[src/rtl/core_pkg.sv]
// ---------------------------------------------------------------------------
// core_pkg
//   Types and constants shared by the next-PC logic.
//   pc_src_t    : successor-PC selector coming from EX resolution.
//   pcu_state_t : fetch-PC controller state.
//   IALIGN_MASK : low PC bits that must be zero for a legal fetch target.
//   INSTR_BYTES : sequential fetch step.
// ---------------------------------------------------------------------------
package core_pkg;

  typedef enum logic [1:0] {
    PC_SEQ  = 2'b00,
    PC_JAL  = 2'b01,
    PC_JALR = 2'b10,
    PC_BR   = 2'b11
  } pc_src_t;

  typedef enum logic [1:0] {
    BOOT = 2'b00,
    RUN  = 2'b01,
    PEND = 2'b10
  } pcu_state_t;

  // Only bit 1 is tested: jalr targets have bit 0 cleared, and pc-relative
  // targets are architecturally even, so bit 1 alone decides 4-byte alignment.
  localparam logic [1:0] IALIGN_MASK = 2'b10;

  localparam int unsigned INSTR_BYTES = 4;

endpackage

[src/rtl/pc_next_unit_if.sv]
// ---------------------------------------------------------------------------
// pc_next_unit_if
//   Bundles the control-transfer inputs (EX resolution, hazard stall, fetch
//   ready) and the fetch-request outputs of the next-PC unit.
//   master : the core side driving redirects/stalls and consuming pc.
//   slave  : the next-PC unit itself.
// ---------------------------------------------------------------------------
interface pc_next_unit_if
  import core_pkg::*;
#(
  parameter int unsigned W = 32
);

  pc_src_t        pc_src;
  logic           redirect_valid;
  logic [W-1:0]   pc_add_imm;
  logic [W-1:0]   alu_out;
  logic           stall;
  logic           if_ready;
  logic [W-1:0]   pc;
  logic           pc_valid;
  logic           flush;
  logic           misalign_trap;
  logic [W-1:0]   trap_pc;

  modport master (
    output pc_src, redirect_valid, pc_add_imm, alu_out, stall, if_ready,
    input  pc, pc_valid, flush, misalign_trap, trap_pc
  );

  modport slave (
    input  pc_src, redirect_valid, pc_add_imm, alu_out, stall, if_ready,
    output pc, pc_valid, flush, misalign_trap, trap_pc
  );

endinterface

[src/rtl/pc_target_sel.sv]
// ---------------------------------------------------------------------------
// pc_target_sel
//   Combinational redirect-target selection.
//   pc_src_i      : selector (jal/branch use pc_add_imm_i, jalr uses alu_out_i)
//   pc_add_imm_i  : PC+imm from EX
//   alu_out_i     : rs1+imm from EX (jalr, LSB not yet cleared)
//   raw_tgt_o     : architectural target (reported as trap_pc on a trap)
//   next_tgt_o    : target actually loaded: raw target, or TRAP_VEC if misaligned
//   misalign_o    : raw target is not 4-byte aligned
// ---------------------------------------------------------------------------
module pc_target_sel
  import core_pkg::*;
#(
  parameter int unsigned    W        = 32,
  parameter logic [W-1:0]   TRAP_VEC = W'(32'h0000_0100)
) (
  input  pc_src_t         pc_src_i,
  input  logic [W-1:0]    pc_add_imm_i,
  input  logic [W-1:0]    alu_out_i,
  output logic [W-1:0]    raw_tgt_o,
  output logic [W-1:0]    next_tgt_o,
  output logic            misalign_o
);

  always_comb begin
    raw_tgt_o = pc_add_imm_i;
    if (pc_src_i == PC_JALR) begin
      // jalr discards the LSB of rs1+imm
      raw_tgt_o = {alu_out_i[W-1:1], 1'b0};
    end
    misalign_o = |(raw_tgt_o[1:0] & IALIGN_MASK);
    next_tgt_o = misalign_o ? TRAP_VEC : raw_tgt_o;
  end

endmodule

[src/rtl/pc_next_unit.sv]
// ---------------------------------------------------------------------------
// pc_next_unit
//   Owns the fetch PC. Advances sequentially when fetch accepts and IF is not
//   stalled, takes EX redirects (with flush pulse), parks a redirect target in
//   a pending buffer while fetch cannot accept, and diverts misaligned targets
//   to TRAP_VEC while latching the offending address.
//   clk   : core clock, rising edge
//   rst_n : asynchronous active-low reset
//   bus   : slave side of pc_next_unit_if (redirect/stall/ready in,
//           pc/pc_valid/flush/misalign_trap/trap_pc out)
// ---------------------------------------------------------------------------
module pc_next_unit
  import core_pkg::*;
#(
  parameter int unsigned    W         = 32,
  parameter logic [W-1:0]   RESET_VEC = W'(32'h0000_0000),
  parameter logic [W-1:0]   TRAP_VEC  = W'(32'h0000_0100)
) (
  input  logic              clk,
  input  logic              rst_n,
  pc_next_unit_if.slave     bus
);

  pcu_state_t   state_q, state_d;
  logic [W-1:0] pc_q, pc_d;
  logic [W-1:0] pend_tgt_q, pend_tgt_d;
  logic         trap_q, trap_d;
  logic [W-1:0] trap_pc_q, trap_pc_d;

  logic [W-1:0] raw_tgt;
  logic [W-1:0] next_tgt;
  logic         misalign;
  logic         advance;
  logic         redirect;

  pc_target_sel #(
    .W        (W),
    .TRAP_VEC (TRAP_VEC)
  ) u_target_sel (
    .pc_src_i     (bus.pc_src),
    .pc_add_imm_i (bus.pc_add_imm),
    .alu_out_i    (bus.alu_out),
    .raw_tgt_o    (raw_tgt),
    .next_tgt_o   (next_tgt),
    .misalign_o   (misalign)
  );

  assign advance = bus.if_ready & ~bus.stall;

  // Redirects are only honoured once out of BOOT; pc_src=SEQ is not a transfer.
  assign redirect = bus.redirect_valid & (bus.pc_src != PC_SEQ) & (state_q != BOOT);

  always_comb begin
    state_d    = state_q;
    pc_d       = pc_q;
    pend_tgt_d = pend_tgt_q;
    trap_d     = 1'b0;
    trap_pc_d  = trap_pc_q;

    case (state_q)
      BOOT: begin
        state_d = RUN;
      end
      RUN, PEND: begin
        if (redirect) begin
          if (misalign) begin
            trap_d    = 1'b1;
            trap_pc_d = raw_tgt;
          end
          // A new redirect always supersedes an older pending one.
          if (advance) begin
            pc_d    = next_tgt;
            state_d = RUN;
          end else begin
            pend_tgt_d = next_tgt;
            state_d    = PEND;
          end
        end else if (advance) begin
          if (state_q == PEND) begin
            pc_d    = pend_tgt_q;
            state_d = RUN;
          end else begin
            pc_d = pc_q + W'(INSTR_BYTES);
          end
        end
      end
      default: begin
        state_d = BOOT;
      end
    endcase
  end

  always_ff @(posedge clk or negedge rst_n) begin
    if (!rst_n) begin
      state_q    <= BOOT;
      pc_q       <= RESET_VEC;
      pend_tgt_q <= '0;
      trap_q     <= 1'b0;
      trap_pc_q  <= '0;
    end else begin
      state_q    <= state_d;
      pc_q       <= pc_d;
      pend_tgt_q <= pend_tgt_d;
      trap_q     <= trap_d;
      trap_pc_q  <= trap_pc_d;
    end
  end

  assign bus.pc            = pc_q;
  assign bus.pc_valid      = (state_q == RUN);
  assign bus.flush         = redirect;
  assign bus.misalign_trap = trap_q;
  assign bus.trap_pc       = trap_pc_q;

endmodule

[src/flat_wrapper.sv]
// flat-port wrapper written by rule: the top's interface ports become plain ports
module pc_next_unit_flat import core_pkg::*;
#(
  parameter int unsigned    W         = 32,
  parameter logic [W-1:0]   RESET_VEC = W'(32'h0000_0000),
  parameter logic [W-1:0]   TRAP_VEC  = W'(32'h0000_0100)
)
  (clk, rst_n, bus_pc_src, bus_redirect_valid, bus_pc_add_imm, bus_alu_out, bus_stall, bus_if_ready, bus_pc, bus_pc_valid, bus_flush, bus_misalign_trap, bus_trap_pc);
  pc_next_unit_if #(.W(W)) bus_i ();
  input  logic clk;
  input  logic rst_n;
  input wire logic [$bits(bus_i.pc_src)-1:0] bus_pc_src;
  input wire logic [$bits(bus_i.redirect_valid)-1:0] bus_redirect_valid;
  input wire logic [$bits(bus_i.pc_add_imm)-1:0] bus_pc_add_imm;
  input wire logic [$bits(bus_i.alu_out)-1:0] bus_alu_out;
  input wire logic [$bits(bus_i.stall)-1:0] bus_stall;
  input wire logic [$bits(bus_i.if_ready)-1:0] bus_if_ready;
  output wire logic [$bits(bus_i.pc)-1:0] bus_pc;
  output wire logic [$bits(bus_i.pc_valid)-1:0] bus_pc_valid;
  output wire logic [$bits(bus_i.flush)-1:0] bus_flush;
  output wire logic [$bits(bus_i.misalign_trap)-1:0] bus_misalign_trap;
  output wire logic [$bits(bus_i.trap_pc)-1:0] bus_trap_pc;
  assign bus_i.pc_src = bus_pc_src;
  assign bus_i.redirect_valid = bus_redirect_valid;
  assign bus_i.pc_add_imm = bus_pc_add_imm;
  assign bus_i.alu_out = bus_alu_out;
  assign bus_i.stall = bus_stall;
  assign bus_i.if_ready = bus_if_ready;
  assign bus_pc = bus_i.pc;
  assign bus_pc_valid = bus_i.pc_valid;
  assign bus_flush = bus_i.flush;
  assign bus_misalign_trap = bus_i.misalign_trap;
  assign bus_trap_pc = bus_i.trap_pc;
  pc_next_unit #(.W(W), .RESET_VEC(RESET_VEC), .TRAP_VEC(TRAP_VEC)) u_core (.clk(clk), .rst_n(rst_n), .bus(bus_i));
endmodule
[config.mk]
export PLATFORM = sky130hd
export DESIGN_NAME = pc_next_unit_flat
export DESIGN_NICKNAME = d
export VERILOG_FILES = /design/src/rtl/core_pkg.sv /design/src/rtl/pc_next_unit_if.sv /design/src/rtl/pc_target_sel.sv /design/src/rtl/pc_next_unit.sv /design/src/flat_wrapper.sv
export SDC_FILE = /design/constraint.sdc
export NUM_CORES = 1
export LEC_CHECK = 0
export CAP_MARGIN = 0
export CORE_ASPECT_RATIO = 0.8
export CORE_UTILIZATION = 27
export CTS_BUF_LIST = sky130_fd_sc_hd__clkbuf_8
export DETAILED_ROUTE_END_ITERATION = 12
export GPL_ROUTABILITY_DRIVEN = 0
export HOLD_SLACK_MARGIN = 0.1
export PLACE_DENSITY = 0.61
export REMOVE_ABC_BUFFERS = 1
export SETUP_SLACK_MARGIN = 0.5
export SYNTH_ARGS = -nofsm -noshare
export SYNTH_HDL_FRONTEND = slang
export SYNTH_SLANG_ARGS = --single-unit
[constraint.sdc]
create_clock -name clk -period 2.2 [get_ports clk]
set_input_delay 0.33 -clock clk [delete_from_list [all_inputs] [get_ports clk]]
set_output_delay 0.33 -clock clk [all_outputs]
set_load 0.02 [all_outputs]
Word-level counts from Yosys, hierarchy flattened
Cells that the tools add are included.
W data, S select, Z words.
{"block": "classes", "add_sub_neg": 1, "n_mul": 0, "div_mod_pow": 0, "magnitude_cmp": 0, "n_eq_ne": 5, "shifts": 0, "n_mux": 14, "bitwise": 5, "n_reduce_logical": 8}
{"op": "$mux W32", "n": 6}
{"op": "$add A32 B3 Y32 const B", "n": 1}
{"op": "$mux W2", "n": 4}
{"op": "$ne A3 B2 Y1 const B", "n": 2}
{"op": "$reduce_and A3 Y1", "n": 2}
{"op": "$eq A2 B2 Y1 const B", "n": 2}
{"op": "$pmux W2 S2", "n": 1}
{"op": "$reduce_and A2 Y1", "n": 2}
{"op": "$reduce_bool A2 Y1", "n": 2}
{"op": "$and A1 B1 Y1", "n": 3}
{"op": "$mux W1", "n": 3}
{"op": "$eq A2 B1 Y1 const B", "n": 1}
{"op": "$logic_not A2 Y1", "n": 1}
{"op": "$not A1 Y1", "n": 2}
{"op": "$reduce_or A2 Y1", "n": 1}
{"block": "word_totals", "regBits": 99, "latch_bits": 0, "mem_bits_rw": 0, "romBits": 0, "inputBits": 71, "word_cells": 38, "memories": 0}

Depth between registers and ports, before layout
Gate-level depths: netlist of the first run.
{"block": "logic_depth", "depth_word": 5, "ltp_mapped": 10, "ltp_nobuf": 9}

Cells and area by module
Synthesis of the first run repeated with hierarchy kept, for this count alone.
{"block": "hier_totals", "cells_unflattened": 609, "area_unflattened_um2": 6316.1}
{"module": "pc_next_unit", "n_inst": 1, "cells_per_inst": 463, "area_per_inst_um2": 5032.3, "seq_area_each_um2": 2477.4}
{"module": "pc_target_sel", "n_inst": 1, "cells_per_inst": 146, "area_per_inst_um2": 1283.7, "seq_area_each_um2": 0.0}

Least setup slack after synthesis of the first run
Ideal clock, no wire load.
{"block": "synth_timing", "path_kind": "register -> register", "from": "register u_core.state_q[0]", "to": "register u_core.pc_q[20], in the netlist u_core.bus.pc[20]", "setup_time_ns": 0.119, "arrival_time_ns": 2.062, "t_required_ns": 2.081, "slack_ns": 0.019, "path_stages_with_launch": 10, "period_less_slack_ns": 2.181, "path_cell_list": "dfrtp_1 -> inv_1 -> ha_1 -> buf_2 -> inv_1 -> or2_1 -> clkbuf_1 -> a311o_1 -> a221oi_1 -> o21ba_2"}
{"block": "synth_via", "elab_chain_len": 4, "word_cells_on_any_way": 9, "cone_classes": "2 x eq/ne; 3 x mux; 1 x bitwise; 3 x reduce/logical"}
{"item": "start, declared", "line": "pc_next_unit.sv:24", "source": "pcu_state_t state_q, state_d;"}
{"item": "start signal, assigned", "line": "pc_next_unit.sv:101", "source": "state_q <= state_d;"}
{"item": "$eq A2 B2 Y1", "line": "pc_next_unit.sv:60, pc_next_unit.sv:79"}
{"item": "$mux W32", "line": "pc_next_unit.sv:79", "source": "if (state_q == PEND) begin"}
{"item": "$mux W32", "line": "pc_next_unit.sv:78", "source": "end else if (advance) begin"}
{"item": "$mux W32", "line": "pc_next_unit.sv:65", "source": "if (redirect) begin"}
{"item": "end signal, assigned", "line": "pc_next_unit.sv:102", "source": "pc_q <= pc_d;"}
{"item": "end, declared", "line": "pc_next_unit.sv:25", "source": "logic [W-1:0] pc_q, pc_d;"}
Several ways; a longest one is shown, not always the timed one. The select of a mux whose other input is x is not followed.
A chain may end at the register's enable or synchronous reset.

Worst setup path in the final report of the first run
{"block": "layout_timing", "from": "register u_core.state_q[0]", "to": "output port bus_flush"}
{"block": "layout_via", "elab_chain_len": 2}
{"item": "$reduce_bool A2 Y1", "line": "pc_next_unit.sv:51", "source": "assign redirect = bus.redirect_valid & (bus.pc_src != PC_SEQ) & (state_q != BOOT);"}
{"item": "$and A1 B1 Y1", "line": "pc_next_unit.sv:51"}
{"item": "end, declared", "line": "flat_wrapper.sv:20", "source": "output wire logic [$bits(bus_i.flush)-1:0] bus_flush;"}
No other way between the ends.

==> out/metrics.cfg, run 1 <==
[finish]
syn_to_final_growth_pct=70.6
antenna_cells=0
drive_above_1_share=0.314
fin_nets=878

[power]
cellLeakagePower_nw=4.69
power_density_nw_per_um2=1180
max-vdd-ir-drop_uv=482
finalPower_mw=10.9

[detailed_routing]
first_pass_iters=4
viasPerCell=5.21
avgRoutedWirePerCell_um=19.0
route.antenna.remaining_nets=0
drt-total-wl_um=20300
drtIter0Drc=336
drcViolationCount=0
num_vias=5544

[sta]
relSlewSlack=0.601
fin_crit_ns=2.02
skew_ns=0.0132
fin_crit_sh=0.919
report.final.slew_viol_count=0
hold_ws_ns=0.425
layout_setup_ws_ns=0.179
setup_viol=0
hold_viol=0
tightestPinTransition_ns=0.583
rsz0062_at_grt=yes
fmax_mhz=495

[logic_synthesis]
synth_ff_type=dfrtp_1
syn_inst=589
ys_seq_elements=97
ys_types=61
synth_area_um2=5430
synth_warnings=0
synthSimpleGateAreaFrac=0.180
postSynthAreaPerCell_um2=9.21
synthArstFlopShare=1.00
synth_adder_area_share=0.0138
synthXorXnorAreaFrac=0.0258
post_synth_mux_area_share=0.0706
synth_edf_count=0
seq_area_frac_synth=0.447
synth_top_family_by_area=compound AO/OA/AOI/OAI gates
synth_compound_area_frac=0.215

[global_routing]
grt_max_degree=41
antenna_found_initial=0
grt_pass1_vias=4961
grt_pass1_wl_um=27800
track_usage=0.173
gr-total-overflow=0

[setup_path]
cp.arrival_ns=1.69
cp-end-kind=output port
crit_path_start_kind=flop
worstPathMaxFanout=3
path_class=reg2out
required_ns=1.87

[status]
status=finished clean

[placed_design]
hpwlAfterDp_um=12500
io_buffers=135
place_ws_ns=-0.109

[die]
die_h_um=129
core.rowCount=45
dieArea_um2=20700
die-width_um=161
fp.coreArea_um2=19300
start_util=0.281
io-pin-count=138

[clocking]
insertion_delay_ns=0.41
tritoncts=yes
cts_buffers=9
clk_pin_slew_ns=0.11
htreeDepth=3
cts_buffer_depth=2
cts.sinks=97
ctsRootBufferMaster=clkbuf_8

[run]
cap_violations=0

[min_path]
min_path_type=in2async

==> cells in the mapped netlist, types with 7 or more instances <==
cell	instances	area, um^2
a21o_1	7	52.6
a21oi_1	14	70.1
nor4bb_1	10	100
a221o_1	9	90.1
xnor2_1	7	61.3
clkbuf_1	36	135
nand2_1	88	330
a211oi_1	8	60.1
xor2_1	9	78.8
a31oi_1	16	100
nand3_1	10	50.1
nor2_1	34	128
and3_1	8	50.1
dfrtp_1	97	2430
o31ai_1	17	128
inv_1	10	37.5
o21ai_0	64	320
nand4_1	13	81.3
nor4_1	8	50.1
mux2i_1	30	300
==> power breakdown <==
group          switching, mW  leakage [nW]  internal, mW  total [mW]
combinational           3.07          3.36          3.19        6.26
sequential             0.765          1.23          2.57        3.33
clock                  0.697         0.105         0.617        1.31
total                   4.53          4.69          6.37        10.9
==> worst paths after layout <==
path / startpoint / slack, ns / depth (start not counted) / to
worst min register to register: u_core.pend_tgt_q[26] / 0.48 / 2 / u_core.pend_tgt_q[26]
max in group asynchronous: rst_n / 1.09 / 3 / u_core.bus.trap_pc[4]
worst min-delay path: rst_n / 0.43 / 2 / u_core.pend_tgt_q[18]
min in group clk: u_core.pend_tgt_q[26] / 0.48 / 2 / u_core.pend_tgt_q[26]
worst max register to register: u_core.state_q[0] / 0.19 / 8 / u_core.bus.pc[23]
worst max-delay path: u_core.state_q[0] / 0.18 / 7 / bus_flush
==> per-layer routing <==
| layer | share of wire | track usage | up-vias |
|---|---|---|---|
| met1 | 0.47 | 0.237 | 2771 |
| met2 | 0.47 | 0.268 | 160 |
| met5 | 0 | 0 | - |
| li1 | - | - | 2594 |
| met3 | 0.052 | 0.0429 | 19 |
| met4 | 0.016 | 0.0527 | 0 |
==> cell type report <==
class	count	area (um^2)
fill	1774	10100
multi-input combinational	434	3350
timing repair buffer	249	2890
sequential	97	2430
tap	258	323
clock buffer	12	165
inverter	10	51.3
clock inverter	4	50.0
==> kinds of logic (layout without fill, tap and decap cells) <==
family / Yosys count / after routing
xor+xnor: 16 / 16
simple gates: 196 / 196
buf+inv: 58 / 275
other cells: 1 / 1
compound gates: 178 / 178
mux: 37 / 37
flops: 97 / 97
fa+ha+maj: 6 / 6
==> cell usage in the layout, fill, tap and decap left out, types with 6 or more instances in the layout <==
master           instances
dfrtp_1                 96
clkdlybuf4s50_1         67
dlymetal6s2s_1          65
buf_4                   62
nand2_1                 46
o21ai_1                 32
nor2_1                  30
mux2i_1                 30
o21ai_0                 24
nand2_2                 22
buf_6                   20
nand2_4                 19
a31oi_1                 16
o21ai_2                 14
nand4_1                 13
buf_12                  13
clkbuf_8                12
clkbuf_16               12
a21oi_1                 11
nor4bb_1                10
a221o_1                  9
xor2_1                   9
and3_1                   8
o31ai_1                  8
buf_8                    8
nand3_1                  7
a21o_1                   7
xnor2_1                  7
a211oi_1                 6
o22a_1                   6
mux2_2                   6
==> registers in the layout, summed over array words and instances, names as in the netlist <==
name,flops
u_core.pend_tgt_q,31
u_core.state_q,2
u_core.bus.trap_pc,32
u_core.bus.pc,31
u_core.bus.misalign_trap,1
==> critical path, stage by stage, from the launching register on <==
cell and delay (ns):
dfrtp_1 0.39, inv_2 0.07, ha_4 0.15, nand2b_4 0.13
or2_4 0.25, clkinv_4 0.08, buf_12 0.11, buf_8 0.10
==> through the flow <==
stage,std cells,area (um^2),setup TNS (ns),util
CTS,1022,7830,0,0.405
global route,1064,9260,0,0.479
detailed placement,1000,7430,-1.82,0.385
finish,1064,9260,0,0.479
global placement,1000,7430,-1.00,0.385
floorplan,541,5210,-114.13,-
==> repair_timing <==
action                                 4_1_cts  5_1_grt
resized for setup                           36      274
buffers inserted                             4       26
pin swaps                                    6       54
cloned                                       1       16
hold buffers                                 1        0
setup endpoints to repair                  156      163
endpoints found under the hold margin       30        0
(Power assumes the default switching activity.)
==> inputs of run 2 (changes only) <==
--- a/config.mk
+++ b/config.mk
@@ -7,6 +7,7 @@
 export LEC_CHECK = 0
 export CAP_MARGIN = 0
 export CORE_ASPECT_RATIO = 0.8
+export CORE_MARGIN = 1.5
 export CORE_UTILIZATION = 27
 export CTS_BUF_LIST = sky130_fd_sc_hd__clkbuf_8
 export DETAILED_ROUTE_END_ITERATION = 12
@@ -14,7 +15,7 @@
 export HOLD_SLACK_MARGIN = 0.1
 export PLACE_DENSITY = 0.61
 export REMOVE_ABC_BUFFERS = 1
-export SETUP_SLACK_MARGIN = 0.5
+export SETUP_SLACK_MARGIN = 0.15
 export SYNTH_ARGS = -nofsm -noshare
 export SYNTH_HDL_FRONTEND = slang
 export SYNTH_SLANG_ARGS = --single-unit
==> out/metrics.cfg, run 2 (synthesis gave the netlist of run 1 again) <==
[die]
dieArea_um2=21000  ; was 20700 um^2
io-pin-count=138  ; unchanged
die_h_um=130  ; was 129 um
core.rowCount=46  ; was 45
start_util=0.275  ; was 0.281
die-width_um=162  ; was 161 um
fp.coreArea_um2=19700  ; was 19300 um^2

[detailed_routing]
drcViolationCount=0  ; unchanged
drtIter0Drc=389  ; was 336
avgRoutedWirePerCell_um=16.5  ; was 19.0 um
drt-total-wl_um=17200  ; was 20300 um
first_pass_iters=5  ; was 4
num_vias=5196  ; was 5544
route.antenna.remaining_nets=0  ; unchanged
viasPerCell=4.97  ; was 5.21

[finish]
fin_nets=853  ; was 878
stdcell_area_um2=7910  ; was 9260 um^2
drive_above_1_share=0.174  ; was 0.314
syn_to_final_growth_pct=45.7  ; was 70.6%
largest_register_ffs=32  ; unchanged
final_cell_mix=clkdlybuf4s50_1 (132), dfrtp_1 (96), nand2_1 (88)  ; was dfrtp_1 (96), clkdlybuf4s50_1 (67), dlymetal6s2s_1 (65)
multi_input_area_um2=2820  ; was 3350 um^2
seq_area_um2=2430  ; unchanged
utilization=0.400  ; was 0.479
final_common_cell=clkdlybuf4s50_1  ; was dfrtp_1
fillCellCount=2007  ; was 1774
instances_no_fill=1045  ; was 1064
antenna_cells=0  ; unchanged

[global_routing]
antenna_found_initial=0  ; unchanged
grt_pass1_vias=4933  ; was 4961
grt_pass1_wl_um=27300  ; was 27800 um
gr-total-overflow=0  ; unchanged
grt_max_degree=39  ; was 41
track_usage=0.167  ; was 0.173

[sta]
report.final.slew_viol_count=0  ; unchanged
tightestPinTransition_ns=0.511  ; was 0.583 ns
hold_viol=0  ; unchanged
setup_viol=0  ; unchanged
relSlewSlack=0.660  ; was 0.601
fin_crit_ns=2.02  ; about the same
layout_setup_ws_ns=0.177  ; was 0.179 ns
fmax_mhz=494  ; was 495 MHz
skew_ns=0.0117  ; was 0.0132 ns
rsz0062_at_grt=yes  ; unchanged
fin_crit_sh=0.919  ; about the same
hold_ws_ns=0.435  ; was 0.425 ns

[placed_design]
io_buffers=135  ; unchanged
place_ws_ns=-0.165  ; was -0.109 ns
hpwlAfterDp_um=12700  ; was 12500 um
placed_area_um2=7570  ; was 7430 um^2
place_inst=1021  ; was 1000

[setup_path]
required_ns=2.52  ; was 1.87 ns
slowest_stage=or3_4  ; was dfrtp_1
crit_family=simple AND/OR/NAND/NOR gates  ; was flip-flops
cp-end-kind=flop  ; was output port
max_stage_delay_ns=0.44  ; was 0.39 ns
worstPathMaxFanout=6  ; was 3
reg2reg_from=u_core.state_q[1]  ; was u_core.state_q[0]
cp.arrival_ns=2.34  ; was 1.69 ns
path_class=reg2reg  ; was reg2out
crit_path_start_kind=flop  ; unchanged
critPathBufInv=3  ; was 4
crit_start=u_core.state_q[1]  ; was u_core.state_q[0]
path_cells=inv_2 -> ha_4 -> nand2b_4 -> or2_4 -> buf_6 -> buf_4 -> or3_4 -> o22a_1 -> o21ai_1  ; was inv_2 -> ha_4 -> nand2b_4 -> or2_4 -> clkinv_4 -> buf_12 -> buf_8

[clocking]
cts_buffers=9  ; unchanged
cts_buffer_depth=2  ; unchanged
ctsRootBufferMaster=clkbuf_8  ; unchanged
tritoncts=yes  ; unchanged
htreeDepth=3  ; unchanged
clk_pin_slew_ns=0.10  ; was 0.11 ns
cts.sinks=97  ; unchanged
insertion_delay_ns=0.39  ; was 0.41 ns

[power]
max-vdd-ir-drop_uv=434  ; was 482 uV
power_density_nw_per_um2=1190  ; was 1180 nW/um^2
cellLeakagePower_nw=3.44  ; was 4.69 nW

[status]
status=finished clean  ; unchanged

[run]
cap_violations=0  ; unchanged

[min_path]
min_path_type=in2async  ; unchanged

## run 2: cell count changes in the layout (fill, tap and decap cells not counted), sizes merged
cell,previous run,this run
clkdlybuf4s50,67,132
dlymetal6s2s,65,0
buf,104,89
clkbuf,24,10
inv,7,11
clkinv,3,1
dlygate4sd2,0,1
or3,1,2
## run 2: per-layer routing
metal	share of wire	up-vias	global-route usage	wire, um
li1	-	2534	-	-
met1	0.48	2495	0.232	8270
met2	0.44	155	0.254	7610
met3	0.066	12	0.0515	1140
met4	0.013	0	0.0392	226
met5	0	-	0	0
## run 2: what timing repair did
action / 4_1_cts / 5_1_grt
endpoints found under the hold margin: 32 / 0
gates cloned: 0 / 1
setup buffers: 0 / 6
hold buffers: 1 / 0
pin swaps: 4 / 6
setup endpoints to repair: 47 / 46
gates resized for setup: 10 / 15
## run 2: final cells by class
cell class                      instances  area share
Sequential cell                        97       0.307
Timing Repair Buffer                  223       0.264
Tap cell                              264      0.0418
Multi-Input combinational cell        435       0.357
Clock inverter                          6     0.00839
Inverter                               10     0.00475
Clock buffer                           10      0.0174
## run 2: path summary, 6_finish.rpt
kind	to	slack [ns]	cells after the start
max	u_core.bus.pc[24]	0.18	9
min	u_core.bus.trap_pc[23]	0.44	2
max reg2reg	u_core.bus.pc[24]	0.18	9
min reg2reg	u_core.pend_tgt_q[26]	0.48	2
max in group asynchronous	u_core.bus.trap_pc[5]	1.16	3
min in group clk	u_core.pend_tgt_q[26]	0.48	2
## run 2: power by group
part           internal [mW]  switching (mW)  total, mW  leakage (nW)
sequential              2.57           0.627       3.19          1.23
combinational           2.44            2.54       4.99          2.12
clock                  0.559           0.693       1.25        0.0949
## run 2: stage by stage
stage                     power (mW)  setup TNS (ns)
after floorplan                 5.60         -114.13
after global placement          7.98           -2.39
after detailed placement        8.06           -4.06
after CTS                       9.37               0
after global routing            10.1               0
final                           9.43               0
==> inputs of run 3 (changes only) <==
--- a/config.mk
+++ b/config.mk
@@ -6,7 +6,7 @@
 export NUM_CORES = 1
 export LEC_CHECK = 0
 export CAP_MARGIN = 0
-export CORE_ASPECT_RATIO = 0.8
+export CORE_ASPECT_RATIO = 1.4
 export CORE_MARGIN = 1.5
 export CORE_UTILIZATION = 27
 export CTS_BUF_LIST = sky130_fd_sc_hd__clkbuf_8
==> out/metrics.cfg, run 3 (synthesis gave the netlist of run 1 again) <==
[global_routing]
antenna_found_initial=0  ; unchanged
track_usage=0.167  ; about the same
gr-total-overflow=0  ; unchanged
grt_pass1_wl_um=27000  ; was 27300 um
grt_pass1_vias=4993  ; was 4933
grt_max_degree=37  ; was 39

[min_path]
min_path_type=in2async  ; unchanged

[die]
die-width_um=123  ; was 162 um
start_util=0.275  ; about the same
core.rowCount=61  ; was 46
io-pin-count=138  ; unchanged
fp.coreArea_um2=19800  ; was 19700 um^2
dieArea_um2=21000  ; about the same
die_h_um=171  ; was 130 um

[clocking]
insertion_delay_ns=0.38  ; was 0.39 ns
ctsRootBufferMaster=clkbuf_8  ; unchanged
cts_buffers=9  ; unchanged
tritoncts=yes  ; unchanged
cts.sinks=97  ; unchanged
clk_pin_slew_ns=0.10  ; about the same
cts_buffer_depth=2  ; unchanged
htreeDepth=3  ; unchanged

[sta]
hold_ws_ns=0.470  ; was 0.435 ns
setup_tns_ns=0  ; unchanged
setup_viol=0  ; unchanged
fmax_mhz=491  ; was 494 MHz
skew_ns=0.0140  ; was 0.0117 ns
relSlewSlack=0.640  ; was 0.660
rsz0062_at_grt=yes  ; unchanged
tightestPinTransition_ns=0.540  ; was 0.511 ns
hold_viol=0  ; unchanged
report.final.slew_viol_count=0  ; unchanged
fin_crit_ns=2.04  ; was 2.02 ns
fin_crit_sh=0.926  ; was 0.919

[setup_path]
required_ns=2.47  ; was 2.52 ns
crit_path_start_kind=flop  ; unchanged
cp-end-kind=flop  ; unchanged
reg2reg_depth=8  ; was 9
path_class=reg2reg  ; unchanged
crit_start=u_core.state_q[1]  ; unchanged
worstPathMaxFanout=3  ; was 6
max_stage_delay_ns=0.40  ; was 0.44 ns
cp.arrival_ns=2.31  ; was 2.34 ns
reg2reg_from=u_core.state_q[1]  ; unchanged
slowest_stage=a311o_1  ; was or3_4
path_cells=inv_1 -> ha_4 -> nand2b_4 -> or2_4 -> buf_6 -> a311o_1 -> a221oi_2 -> o21ba_2  ; was inv_2 -> ha_4 -> nand2b_4 -> or2_4 -> buf_6 -> buf_4 -> or3_4 -> o22a_1 -> o21ai_1

[detailed_routing]
avgRoutedWirePerCell_um=16.7  ; was 16.5 um
drcViolationCount=0  ; unchanged
dr.max_layer_used=met4  ; unchanged
drt-total-wl_um=17100  ; was 17200 um
drtIter0Drc=241  ; was 389
route.antenna.remaining_nets=0  ; unchanged
viasPerCell=5.03  ; was 4.97
num_vias=5145  ; was 5196
wl_met1_um=6950  ; was 8270 um
dr_wl_met2_um=8930  ; was 7610 um
first_pass_iters=5  ; unchanged
met3_length_um=839  ; was 1140 um

[finish]
fin_nets=842  ; was 853
final_cell_mix=clkdlybuf4s50_1 (132), dfrtp_1 (97), nand2_1 (88)  ; was clkdlybuf4s50_1 (132), dfrtp_1 (96), nand2_1 (88)
largest_register_ffs=32  ; unchanged
syn_to_final_growth_pct=44.2  ; was 45.7%
antenna_cells=0  ; unchanged
drive_above_1_share=0.156  ; was 0.174
final_common_cell=clkdlybuf4s50_1  ; unchanged

[power]
swShare=0.403  ; was 0.410
cellLeakagePower_nw=3.42  ; was 3.44 nW
finalPower_mw=9.41  ; was 9.43 mW
power_density_nw_per_um2=1200  ; was 1190 nW/um^2
p_seq_frac=0.335  ; was 0.339
clockPowerShare=0.141  ; was 0.133
max-vdd-ir-drop_uv=507  ; was 434 uV
p_sw_mw=3.79  ; was 3.86 mW
combPwrFrac=0.524  ; was 0.529
p_int_mw=5.62  ; was 5.57 mW

[placed_design]
hpwlAfterDp_um=13000  ; was 12700 um
io_buffers=135  ; unchanged

[status]
status=finished clean  ; unchanged

[run]
cap_violations=0  ; unchanged

[run 3: power by group through the flow]
stage	clock [mW]	combinational, mW	sequential, mW
finish	1.33	4.93	3.16
global route	1.43	5.39	3.28
CTS	1.36	4.89	3.16
detailed placement	0	4.86	3.19
global placement	0	4.80	3.18
floorplan	0	1.83	3.77
[run 3: through the flow]
step                       util  std cells  cell area [um^2]  setup slack, ns
final                     0.396       1022              7830            0.163
after global routing      0.396       1022              7830           0.0900
after CTS                 0.392       1020              7760            0.148
after detailed placement  0.380       1003              7510           -0.132
after global placement    0.380       1003              7510           -0.114
after floorplan               -        541              5210            -1.73
[run 3: layout make-up]
class | count | area [um^2]
Tap cell | 252 | 315
Sequential cell | 97 | 2430
Fill cell | 1959 | 11900
Multi-Input combinational cell | 434 | 2810
Timing Repair Buffer | 213 | 2010
Inverter | 10 | 37.5
Clock inverter | 6 | 82.6
Clock buffer | 10 | 138
[run 3: path summary, 6_finish.rpt]
kind                                           to  slack, ns
setup / recovery                u_core.bus.pc[20]       0.16
hold / removal             u_core.bus.trap_pc[23]       0.47
setup reg to reg                u_core.bus.pc[20]       0.16
hold reg to reg              u_core.pend_tgt_q[3]       0.48
max in group asynchronous  u_core.bus.trap_pc[17]       1.13
min in group clk             u_core.pend_tgt_q[3]       0.48
[run 3: repair_timing]
item | CTS | global route
setup buffers | 0 | 2
pin swaps | 3 | 7
endpoints found under the hold margin | 34 | 0
gates resized for setup | 10 | 11
hold buffers | 1 | 0
setup endpoints to repair | 43 | 45
[run 3: worst max-delay path: cells and delay by family, from the launching register on]
kind	cells	cell delay [ns]
compound gates	3	0.84
fa+ha+maj	1	0.16
buf+inv	2	0.20
flops	1	0.35
simple gates	2	0.40
[run 3: routing by layer]
layer / track usage / vias up
met5: 0 / -
met4: 0.0561 / 0
met3: 0.0343 / 22
met2: 0.289 / 109
met1: 0.204 / 2502
li1: - / 2512
==> RTL change: new RTL, settings of run 1 <==
Make the reset (`rst_n`) synchronous in one clocked block. Comments in the files are not updated.
--- a/src/rtl/pc_next_unit.sv
+++ b/src/rtl/pc_next_unit.sv
@@ -91,5 +91,5 @@
   end
 
-  always_ff @(posedge clk or negedge rst_n) begin
+  always_ff @(posedge clk) begin
     if (!rst_n) begin
       state_q    <= BOOT;
Behaviour: differs if rst_n is asserted again (counterexample within 4 cycles, from zero or initial values and one cycle with rst_n low); with rst_n held inactive, the same outputs for 4 cycles.
==> RTL change against run 1 <==
Synthesized cell count rose by 11%. Utilization is 0.82 points higher. Wire length grew 1.9%. Cell area increased by 0.23%. Setup slack better by 91 ps. Hold slack improved by 55 ps. Sequential share of layout area is 5.1 points lower. Synthesized area shrank 2.7%. Sequential cell count unchanged. Highest routed layer unchanged.
Power is not compared: it rests on default switching activity, and its combinational part moved more than twofold at a synthesized area within 25%.
==> RTL change: results (changes against run 1) <==
- Status: complete, no violations
- Hold crit path type: reg2reg
- Port Buffers: 135 (unchanged)
- Num CTS Buffers: 9 (unchanged)
- H-tree depth: 3 (unchanged)
- Detailed Place HPWL: 12500 um (about the same)
- First-pass GRT wire length: 29800 um (+7.4%)
- First-iteration detailed-routing DRC count: 470 (+40%)
- DRC: 0 (unchanged)
- Synth cell count leaders: dfxtp_1 (97), nor2_1 (80), a21oi_1 (53)
- Area contributors post-synth: dfxtp_1 (37%), mux2i_1 (6.6%), a211oi_1 (6.5%)
- Number of global-route vias before repair: 5442 (+9.7%)
- Async S/R FF share, synth: 0% (-100 points)
- Filler Cell Count: 1810 (+2.0%)
- P_int: 3.47 mW
- Clk_lat worst skew: 390 ps (-20 ps)
- Crit path DAT: 2270 ps (+580 ps)
- R2R cell count: 5 (-3)
- Netlist cell types: 63 (+3.3%)
- Clk_skew: 18.6 ps (+5.39 ps)
- Clock tree buffer depth: 2 (unchanged)
- Gr usage total: 19.0% (+1.8 points)
- Register area share after synthesis: 36.8% (-7.9 points)
- Yosys warns: 0 (unchanged)
- Initial antenna violation count: 0 (unchanged)
- Max reg flops: 32 (unchanged)
- Hold-critical path depth: 2
- Worst Path Max Fanout: 4 (+1)
- Drt first pass iters: 5 (+1)
- Vias: 5974 (+7.8%)
- Final net count: 962 (+9.6%)
- WL final: 20600 um (+1.9%)
- Layout cells sized above 1: 33.7% (+2.3 points)
-- RTL change: final timing paths --
kind / from / end / slack [ps]
worst min-delay path: u_core.pend_tgt_q[3] / u_core.pend_tgt_q[3] / 480
worst max-delay path: u_core.bus.pc[16] / u_core.bus.pc[24] / 270
worst min register to register: u_core.pend_tgt_q[3] / u_core.pend_tgt_q[3] / 480
worst max register to register: u_core.bus.pc[16] / u_core.bus.pc[24] / 270
-- RTL change: power by group through the flow --
stage | combinational, mW | clock, mW | sequential [mW]
detailed placement | 1.73 | 0 | 2.04
global placement | 1.72 | 0 | 2.04
floorplan | 0.724 | 0 | 2.18
finish | 2.27 | 1.14 | 2.03
CTS | 1.95 | 1.19 | 2.01
global route | 2.43 | 1.26 | 2.05
-- RTL change: metal layers --
layer / vias to the layer above / GRT usage [%] / share of wire [%]
met4: 0 / 4.24 / 0.84
met3: 21 / 4.72 / 6.9
met5: - / 0 / 0
met1: 2866 / 26.5 / 47
li1: 2892 / - / -
met2: 195 / 29.5 / 46
-- RTL change: cell families (layout without fill, tap and decap cells) --
kind of cell             count (synthesis)  after routing  share of synthesized area (%)
AND/OR/NAND/NOR                        221            221                           21.5
AO/OA/AOI/OAI                          207            207                           25.9
flip-flops                              97             97                           36.8
buffers and inverters                   70            309                           5.17
multiplexers                            38             38                           7.28
XOR/XNOR                                11             11                           1.83
adder cells (fa/ha/maj)                  6              6                           1.42
other                                    1              1                         0.0711
-- RTL change: critical path, cell delays in order, from the launching register on --
cell and delay, ps:
dfxtp_2 390, nand2_1 150, or4_4 590, or4_4 430
a211oi_2 190, o31a_1 140
-- RTL change: per-stage QoR --
step | TNS [ps] | setup slack, ps | instance area [um^2] | std cells
after floorplan | -101020 | -1850 | 5050 | 593
after global placement | -2600 | -141 | 7450 | 1070
after detailed placement | -3220 | -154 | 7450 | 1070
after CTS | 0 | 298 | 8250 | 1114
after global routing | 0 | 217 | 9280 | 1148
final | 0 | 270 | 9280 | 1148
-- RTL change: cell type report --
cell class / count / area [um^2] / share of cell area, %
sequential: 97 / 1960 / 21.2
clock buffer: 10 / 138 / 1.48
clock inverter: 6 / 43.8 / 0.472
timing repair buffer: 281 / 2940 / 31.6
tap: 258 / 323 / 3.48
inverter: 12 / 57.6 / 0.620
multi-input combinational: 484 / 3820 / 41.1
-- RTL change: what timing repair did --
action,4_1_cts,5_1_grt
buffers inserted,23,26
gates resized for setup,135,156
endpoints found under the setup margin,130,95
pin swaps,27,75
gates cloned,5,8
hold buffers,0,0
